## config.mk

```make
export PLATFORM = sky130hd
export DESIGN_NAME = tdi_capture_writer
export DESIGN_NICKNAME = d
export VERILOG_FILES = /design/src/rtl/tdi_capture_writer_pkg.sv /design/src/rtl/tdi_capture_writer_wr_cycle.sv /design/src/rtl/tdi_capture_writer.sv
export SDC_FILE = /design/constraint.sdc
export NUM_CORES = 1
export LEC_CHECK = 0
export ABC_AREA = 1
export BUFFER_PORTS_ARGS = -buffer_cell sky130_fd_sc_hd__buf_4
export CORE_MARGIN = 1.5
export CORE_UTILIZATION = 40
export DETAILED_ROUTE_END_ITERATION = 16
export GPL_TIMING_DRIVEN = 0
export SLEW_MARGIN = 20
export SYNTH_ARGS = -nofsm -noshare
export SYNTH_HDL_FRONTEND = slang
export SYNTH_SLANG_ARGS = --single-unit
```

## constraint.sdc

```tcl
create_clock -name clk -period 2.2 [get_ports clk]
set_input_delay 0.22 -clock clk [delete_from_list [all_inputs] [get_ports clk]]
set_output_delay 0.22 -clock clk [all_outputs]
set_load 0.1 [all_outputs]
```

## src/rtl/tdi_capture_writer_pkg.sv

```systemverilog
// Shared definitions for the TDI capture path: TAP state codes, capture address
// width and the write-cycle FSM encoding.
package tdi_capture_writer_pkg;

    localparam int ADR_W = 21;

    typedef enum logic [3:0] {
        TAP_TLR   = 4'd0,
        TAP_RTI   = 4'd1,
        TAP_SELDR = 4'd2,
        TAP_CAPDR = 4'd3,
        TAP_SELIR = 4'd4,
        TAP_CAPIR = 4'd5,
        TAP_SHDR  = 4'd6,
        TAP_SHIR  = 4'd7,
        TAP_EX1DR = 4'd8,
        TAP_EX1IR = 4'd9,
        TAP_PADR  = 4'd10,
        TAP_PAIR  = 4'd11,
        TAP_EX2DR = 4'd12,
        TAP_EX2IR = 4'd13,
        TAP_UPDR  = 4'd14,
        TAP_UPIR  = 4'd15
    } tap_state_t;

    typedef enum logic [1:0] {
        CYC_IDLE,
        CYC_SETUP,
        CYC_STROBE,
        CYC_HOLD
    } wr_cycle_t;

    function automatic logic is_shift(input logic [3:0] s);
        return (s == TAP_SHDR) || (s == TAP_SHIR);
    endfunction

    function automatic logic is_exit1(input logic [3:0] s);
        return (s == TAP_EX1DR) || (s == TAP_EX1IR);
    endfunction

endpackage

```

## src/rtl/tdi_capture_writer_wr_cycle.sv

```systemverilog
// RAM write-cycle timer: SETUP -> STROBE (wr_n low) -> HOLD, each phase a fixed
// number of clk cycles. 'last' marks the final HOLD cycle so the owner can step the address.
module tdi_wr_cycle
    import tdi_capture_writer_pkg::*;
#(
    parameter int WR_SETUP = 1,
    parameter int WR_PULSE = 2,
    parameter int WR_HOLD  = 1
) (
    input  logic clk,
    input  logic rst_n,
    input  logic start,
    output logic idle,
    output logic last,
    output logic wr_n
);

    localparam int CNT_W = 16;

    wr_cycle_t        st_reg;
    logic [CNT_W-1:0] cnt_reg;

    assign idle = (st_reg == CYC_IDLE);
    assign last = (st_reg == CYC_HOLD) && (cnt_reg == '0);

    always_ff @(posedge clk or negedge rst_n) begin
        if (!rst_n) begin
            st_reg  <= CYC_IDLE;
            cnt_reg <= '0;
            wr_n    <= 1'b1;
        end else begin
            case (st_reg)
                CYC_IDLE: begin
                    if (start) begin
                        st_reg  <= CYC_SETUP;
                        cnt_reg <= CNT_W'(WR_SETUP - 1);
                    end
                end
                CYC_SETUP: begin
                    if (cnt_reg == '0) begin
                        st_reg  <= CYC_STROBE;
                        cnt_reg <= CNT_W'(WR_PULSE - 1);
                        wr_n    <= 1'b0;
                    end else begin
                        cnt_reg <= cnt_reg - 1'b1;
                    end
                end
                CYC_STROBE: begin
                    if (cnt_reg == '0) begin
                        st_reg  <= CYC_HOLD;
                        cnt_reg <= CNT_W'(WR_HOLD - 1);
                        wr_n    <= 1'b1;
                    end else begin
                        cnt_reg <= cnt_reg - 1'b1;
                    end
                end
                CYC_HOLD: begin
                    if (cnt_reg == '0) begin
                        st_reg <= CYC_IDLE;
                    end else begin
                        cnt_reg <= cnt_reg - 1'b1;
                    end
                end
                default: st_reg <= CYC_IDLE;
            endcase
        end
    end

endmodule

```

## src/rtl/tdi_capture_writer.sv

```systemverilog
// Samples TDI during SHIFT-DR/IR, packs bits LSB-first into bytes and writes each
// byte to the capture RAM through a one-entry holding register.
module tdi_capture_writer
    import tdi_capture_writer_pkg::*;
#(
    parameter int               WR_SETUP = 1,
    parameter int               WR_PULSE = 2,
    parameter int               WR_HOLD  = 1,
    parameter logic [ADR_W-1:0] ADR_LAST = 21'h1FFFFF
) (
    input  logic             clk,
    input  logic             reset_n,
    input  logic [3:0]       state,
    input  logic             tck_smp,
    input  logic             tdi,
    input  logic             cap_en,
    input  logic             adr_ld,
    input  logic [ADR_W-1:0] adr_start,
    output logic [ADR_W-1:0] a_ram,
    output logic [7:0]       d_ram,
    output logic             d_ram_oe,
    output logic             wr_ram_n,
    output logic             busy,
    output logic             overrun,
    output logic             overflow
);

    logic [3:0]       state_prev_reg;
    logic [2:0]       bit_cnt_reg;
    logic [7:0]       sreg_reg;
    logic [7:0]       hold_reg;
    logic             hold_full_reg;
    logic [7:0]       d_ram_reg;
    logic             oe_reg;
    logic             overrun_reg;
    logic             overflow_reg;
    logic [ADR_W:0]   adr_cnt_reg;
    logic             adr_pend_reg;
    logic [ADR_W-1:0] adr_pend_val_reg;

    logic       sample, byte_done, flush, new_byte;
    logic       hold_free, take, start, adr_over;
    logic       cyc_idle, cyc_last;
    logic [7:0] sreg_with_bit, byte_next;

    assign sample        = tck_smp && cap_en && is_shift(state);
    assign byte_done     = sample && (bit_cnt_reg == 3'd7);
    assign flush         = cap_en && is_exit1(state) && (state != state_prev_reg)
                           && (bit_cnt_reg != 3'd0);
    assign new_byte      = byte_done || flush;
    // Bits above bit_cnt are always zero, so OR-ing in the new bit is enough.
    assign sreg_with_bit = sreg_reg | (8'(tdi) << bit_cnt_reg);
    assign byte_next     = sample ? sreg_with_bit : sreg_reg;

    // Counter is one bit wider than the bus so ADR_LAST+1 is representable without wrapping.
    assign adr_over  = adr_cnt_reg > {1'b0, ADR_LAST};
    assign take      = cyc_idle && hold_full_reg;
    assign start     = take && !adr_over;
    assign hold_free = !hold_full_reg || take;

    tdi_wr_cycle #(
        .WR_SETUP (WR_SETUP),
        .WR_PULSE (WR_PULSE),
        .WR_HOLD  (WR_HOLD)
    ) u_wr_cycle (
        .clk   (clk),
        .rst_n (reset_n),
        .start (start),
        .idle  (cyc_idle),
        .last  (cyc_last),
        .wr_n  (wr_ram_n)
    );

    always_ff @(posedge clk or negedge reset_n) begin
        if (!reset_n) begin
            state_prev_reg   <= 4'd0;
            bit_cnt_reg      <= 3'd0;
            sreg_reg         <= 8'h00;
            hold_reg         <= 8'h00;
            hold_full_reg    <= 1'b0;
            d_ram_reg        <= 8'h00;
            oe_reg           <= 1'b0;
            overrun_reg      <= 1'b0;
            overflow_reg     <= 1'b0;
            adr_cnt_reg      <= '0;
            adr_pend_reg     <= 1'b0;
            adr_pend_val_reg <= '0;
        end else begin
            state_prev_reg <= state;

            if (state == TAP_TLR) begin
                bit_cnt_reg <= 3'd0;
                sreg_reg    <= 8'h00;
            end else if (sample) begin
                bit_cnt_reg <= bit_cnt_reg + 3'd1;
                sreg_reg    <= byte_done ? 8'h00 : sreg_with_bit;
            end else if (flush) begin
                bit_cnt_reg <= 3'd0;
                sreg_reg    <= 8'h00;
            end

            if (new_byte && hold_free) begin
                hold_reg      <= byte_next;
                hold_full_reg <= 1'b1;
            end else if (take) begin
                hold_full_reg <= 1'b0;
            end

            // Clearing by adr_ld comes first so a same-edge event still sets the flag.
            if (adr_ld) begin
                overrun_reg  <= 1'b0;
                overflow_reg <= 1'b0;
            end
            if (new_byte && !hold_free) overrun_reg <= 1'b1;
            if (take && adr_over)       overflow_reg <= 1'b1;

            if (start) begin
                d_ram_reg <= hold_reg;
                oe_reg    <= 1'b1;
            end else if (cyc_last) begin
                oe_reg <= 1'b0;
            end

            // A load arriving mid-cycle is parked and applied once the cycle is over.
            if (adr_ld && (!cyc_idle || start)) begin
                adr_pend_reg     <= 1'b1;
                adr_pend_val_reg <= adr_start;
            end
            if (cyc_idle && !start && (adr_ld || adr_pend_reg)) begin
                adr_cnt_reg  <= {1'b0, (adr_ld ? adr_start : adr_pend_val_reg)};
                adr_pend_reg <= 1'b0;
            end else if (cyc_last && !adr_over) begin
                adr_cnt_reg <= adr_cnt_reg + 1'b1;
            end
        end
    end

    assign a_ram    = adr_cnt_reg[ADR_W-1:0];
    assign d_ram    = d_ram_reg;
    assign d_ram_oe = oe_reg;
    assign busy     = !cyc_idle || hold_full_reg;
    assign overrun  = overrun_reg;
    assign overflow = overflow_reg;

endmodule

```

==> metrics.txt <==
clk_lat worst skew 0.36 ns; DRC viols 0; Design Area, Final 6750 µm²; critical path launch point type flop; cts bufs inserted 9; Cells after DPL 984; largest family of logic cells by synthesized area simple AND/OR/NAND/NOR gates; Synth Area per Inst 7.72 µm²; most frequent cells in the layout 217 x nand2_1, 97 x dfrtp_1, 85 x buf_4; total power density per cell area 1570 nW/µm²; Worst-path clk slew 0.07 ns; final setup fails 0; Post-synth EDFFs 0; worst-path maximum fanout 10; TNS Setup 0 ns; Hold Crit Class in -> async; Yosys reg bits 98; post-layout util 48.4%; Post-Route WL 14300 µm; Placed Area 6430 µm²; number of max-cap violations 0; number of flip-flops in the largest register 22; ratio of cells with drive above 1 in the final layout 20.6%; die height 123 µm; row cnt 43; LEAKAGE 3.36 nW; nets 860; top_reg_cell synth dfrtp_1; Initial Util 41.1%; Critical Path AT 2.28 ns; Tot Pwr 10.6 mW; wire length on met1 6710 µm; Root Driver clkbuf_16; Clock Path Buffers 2; RSZ-0062 raised after global routing no; met2 wire len 6660 µm; Logic pwr share 56.9%; largest net degree at the start of global routing 99; pins over their slew limit 0; Synth cell types 44; Area Growth Syn to Fin 17.7%; fin cells 1004; gr ovfl total 0; endpoints failing hold 36; first-pass GRT wire length 23300 µm; Worst VDD drop 0.000482 V; kind of critical path reg -> reg; failing checks negative hold slack; share of power burned in registers 28.5%; Port Buffers 62; Slew headroom 38.7%; io pins 65; actual slew at the worst max-slew pin 0.920 ns; post-route setup slack 0.159 ns; met3 wire len 791 µm; Worst R2R Start u_wr_cycle.st_reg[0]; die width 123 µm; Setup Slack @ Placement 0.166 ns; CP required 2.44 ns; yosys warns 0; TritonCTS clock tree done; Avg Vias per Cell 5.07; status finished with violations; WL/cell 14.3 µm; Hold Worst Slack -0.0337 ns; Post-Synth Simple-Gate Area 29.9%; Placer Congestion 0.922; clock sinks 98; vias in the first global route 4776; fillers 1395; Net Sw Frac 51.9%; ant diodes 0; Clock H-tree levels 3; ys async rst share 100%; total setup buffers inserted after CTS 0; syn_nets 783; Tot GR Track Use 20.0%; Synth Area in Adders 2.18%; die area 15100 µm²; register area share after synthesis 42.8%; Clk pwr share 14.5%; core box area 13900 µm²; vias 5090; sw power 5.51 mW; Period Utilization, post-route 92.8%; Post-Synth XOR/XNOR Area 1.38%; DP Wirelength 10300 µm; Worst R2R Setup Slack 0.16 ns; R2R cell count 8; PostCTS Resize Cnt 0; post-route ant nets 0; antenna violations before repair 0; 1st-iter DRT viols 307; f_max 490 MHz; Period minus WS final 2.04 ns; Clock Skew 0.00984 ns; post-synthesis mux area share 4.32%; Int Power 5.11 mW; DRT Pass-1 Iters 6; Setup crit end kind flop; DR top layer met4; compound-cell area share of the yosys netlist 9.39%; commonest non-fill, non-tap cell in the layout nand2_1; RR Endpoint adr_pend_val_reg[10]; mapped cell area 5730 µm²; Synth Instances 742
## worst max-delay path by stage
stage | slack (ns) | startpoint | depth (start not counted) | endpoint
floorplan | 0.46 | u_wr_cycle.st_reg[0] | 8 | adr_pend_val_reg[10]
global placement | 0.22 | u_wr_cycle.st_reg[0] | 8 | adr_pend_val_reg[8]
detailed placement | 0.17 | u_wr_cycle.st_reg[0] | 8 | adr_pend_val_reg[10]
CTS | 0.15 | u_wr_cycle.st_reg[0] | 8 | adr_pend_val_reg[10]
global route | 0.04 | u_wr_cycle.st_reg[0] | 8 | adr_pend_val_reg[12]
finish | 0.16 | u_wr_cycle.st_reg[0] | 8 | adr_pend_val_reg[10]
## cells in the mapped netlist, drive strengths merged, types with 6 or more instances
master	n	share of area, %
a21oi	15	1.5
buf	40	5.2
dfrtp	97	42
ha	10	2.2
inv	67	4.4
mux2	22	4.3
nand2	223	15
nand3	51	4.7
nand4	18	2.2
nor2	88	6.2
o211ai	9	1.6
o21ai	63	5.5
xor2	6	0.92
## cell type report
cell class	count	area, µm²	area share (%)
clock inverters	6	50.0	0.742
well taps	180	225	3.34
flip-flops and latches	98	2450	36.4
repair buffers	66	509	7.55
clock buffers	10	229	3.39
inverters	69	262	3.88
multi-input cells	530	2700	40.0
plain buffers	45	315	4.67
## cell families after synthesis
group / Yosys count
fa+ha+maj: 10
buf+inv: 114
xor+xnor: 9
flops: 98
mux: 22
compound gates: 93
simple gates: 396
## routing by layer
metal  vias to the layer above  global-route usage [%]
met5                         -                       0
met4                         0                    5.96
met3                        11                    4.18
met2                       116                    31.5
met1                      2436                    27.8
li1                       2527                       -
## power by group through the flow
stage          logic, mW  registers, mW  clock network [mW]
2_1_floorplan       4.46           3.29                   0
3_3_place_gp        5.97           3.03                   0
3_5_place_dp        6.04           3.06                   0
4_1_cts             6.07           3.03                1.57
5_1_grt             6.57           3.13                1.64
6_report            6.04           3.03                1.54
## worst max-delay path, stage by stage (launching register included)
cell	delay, ns
dfrtp_1	0.38
inv_1	0.09
ha_1	0.22
buf_6	0.14
nand3_4	0.08
nand2_2	0.10
nand2_2	0.23
buf_2	0.32
mux2_2	0.37
## repair_timing
item / CTS / global route
hold buffers: 4 / 0
endpoints found under the hold margin: 4 / 0
setup endpoints to repair: 0 / 0
No activity file was read; power rests on OpenSTA's default activity.
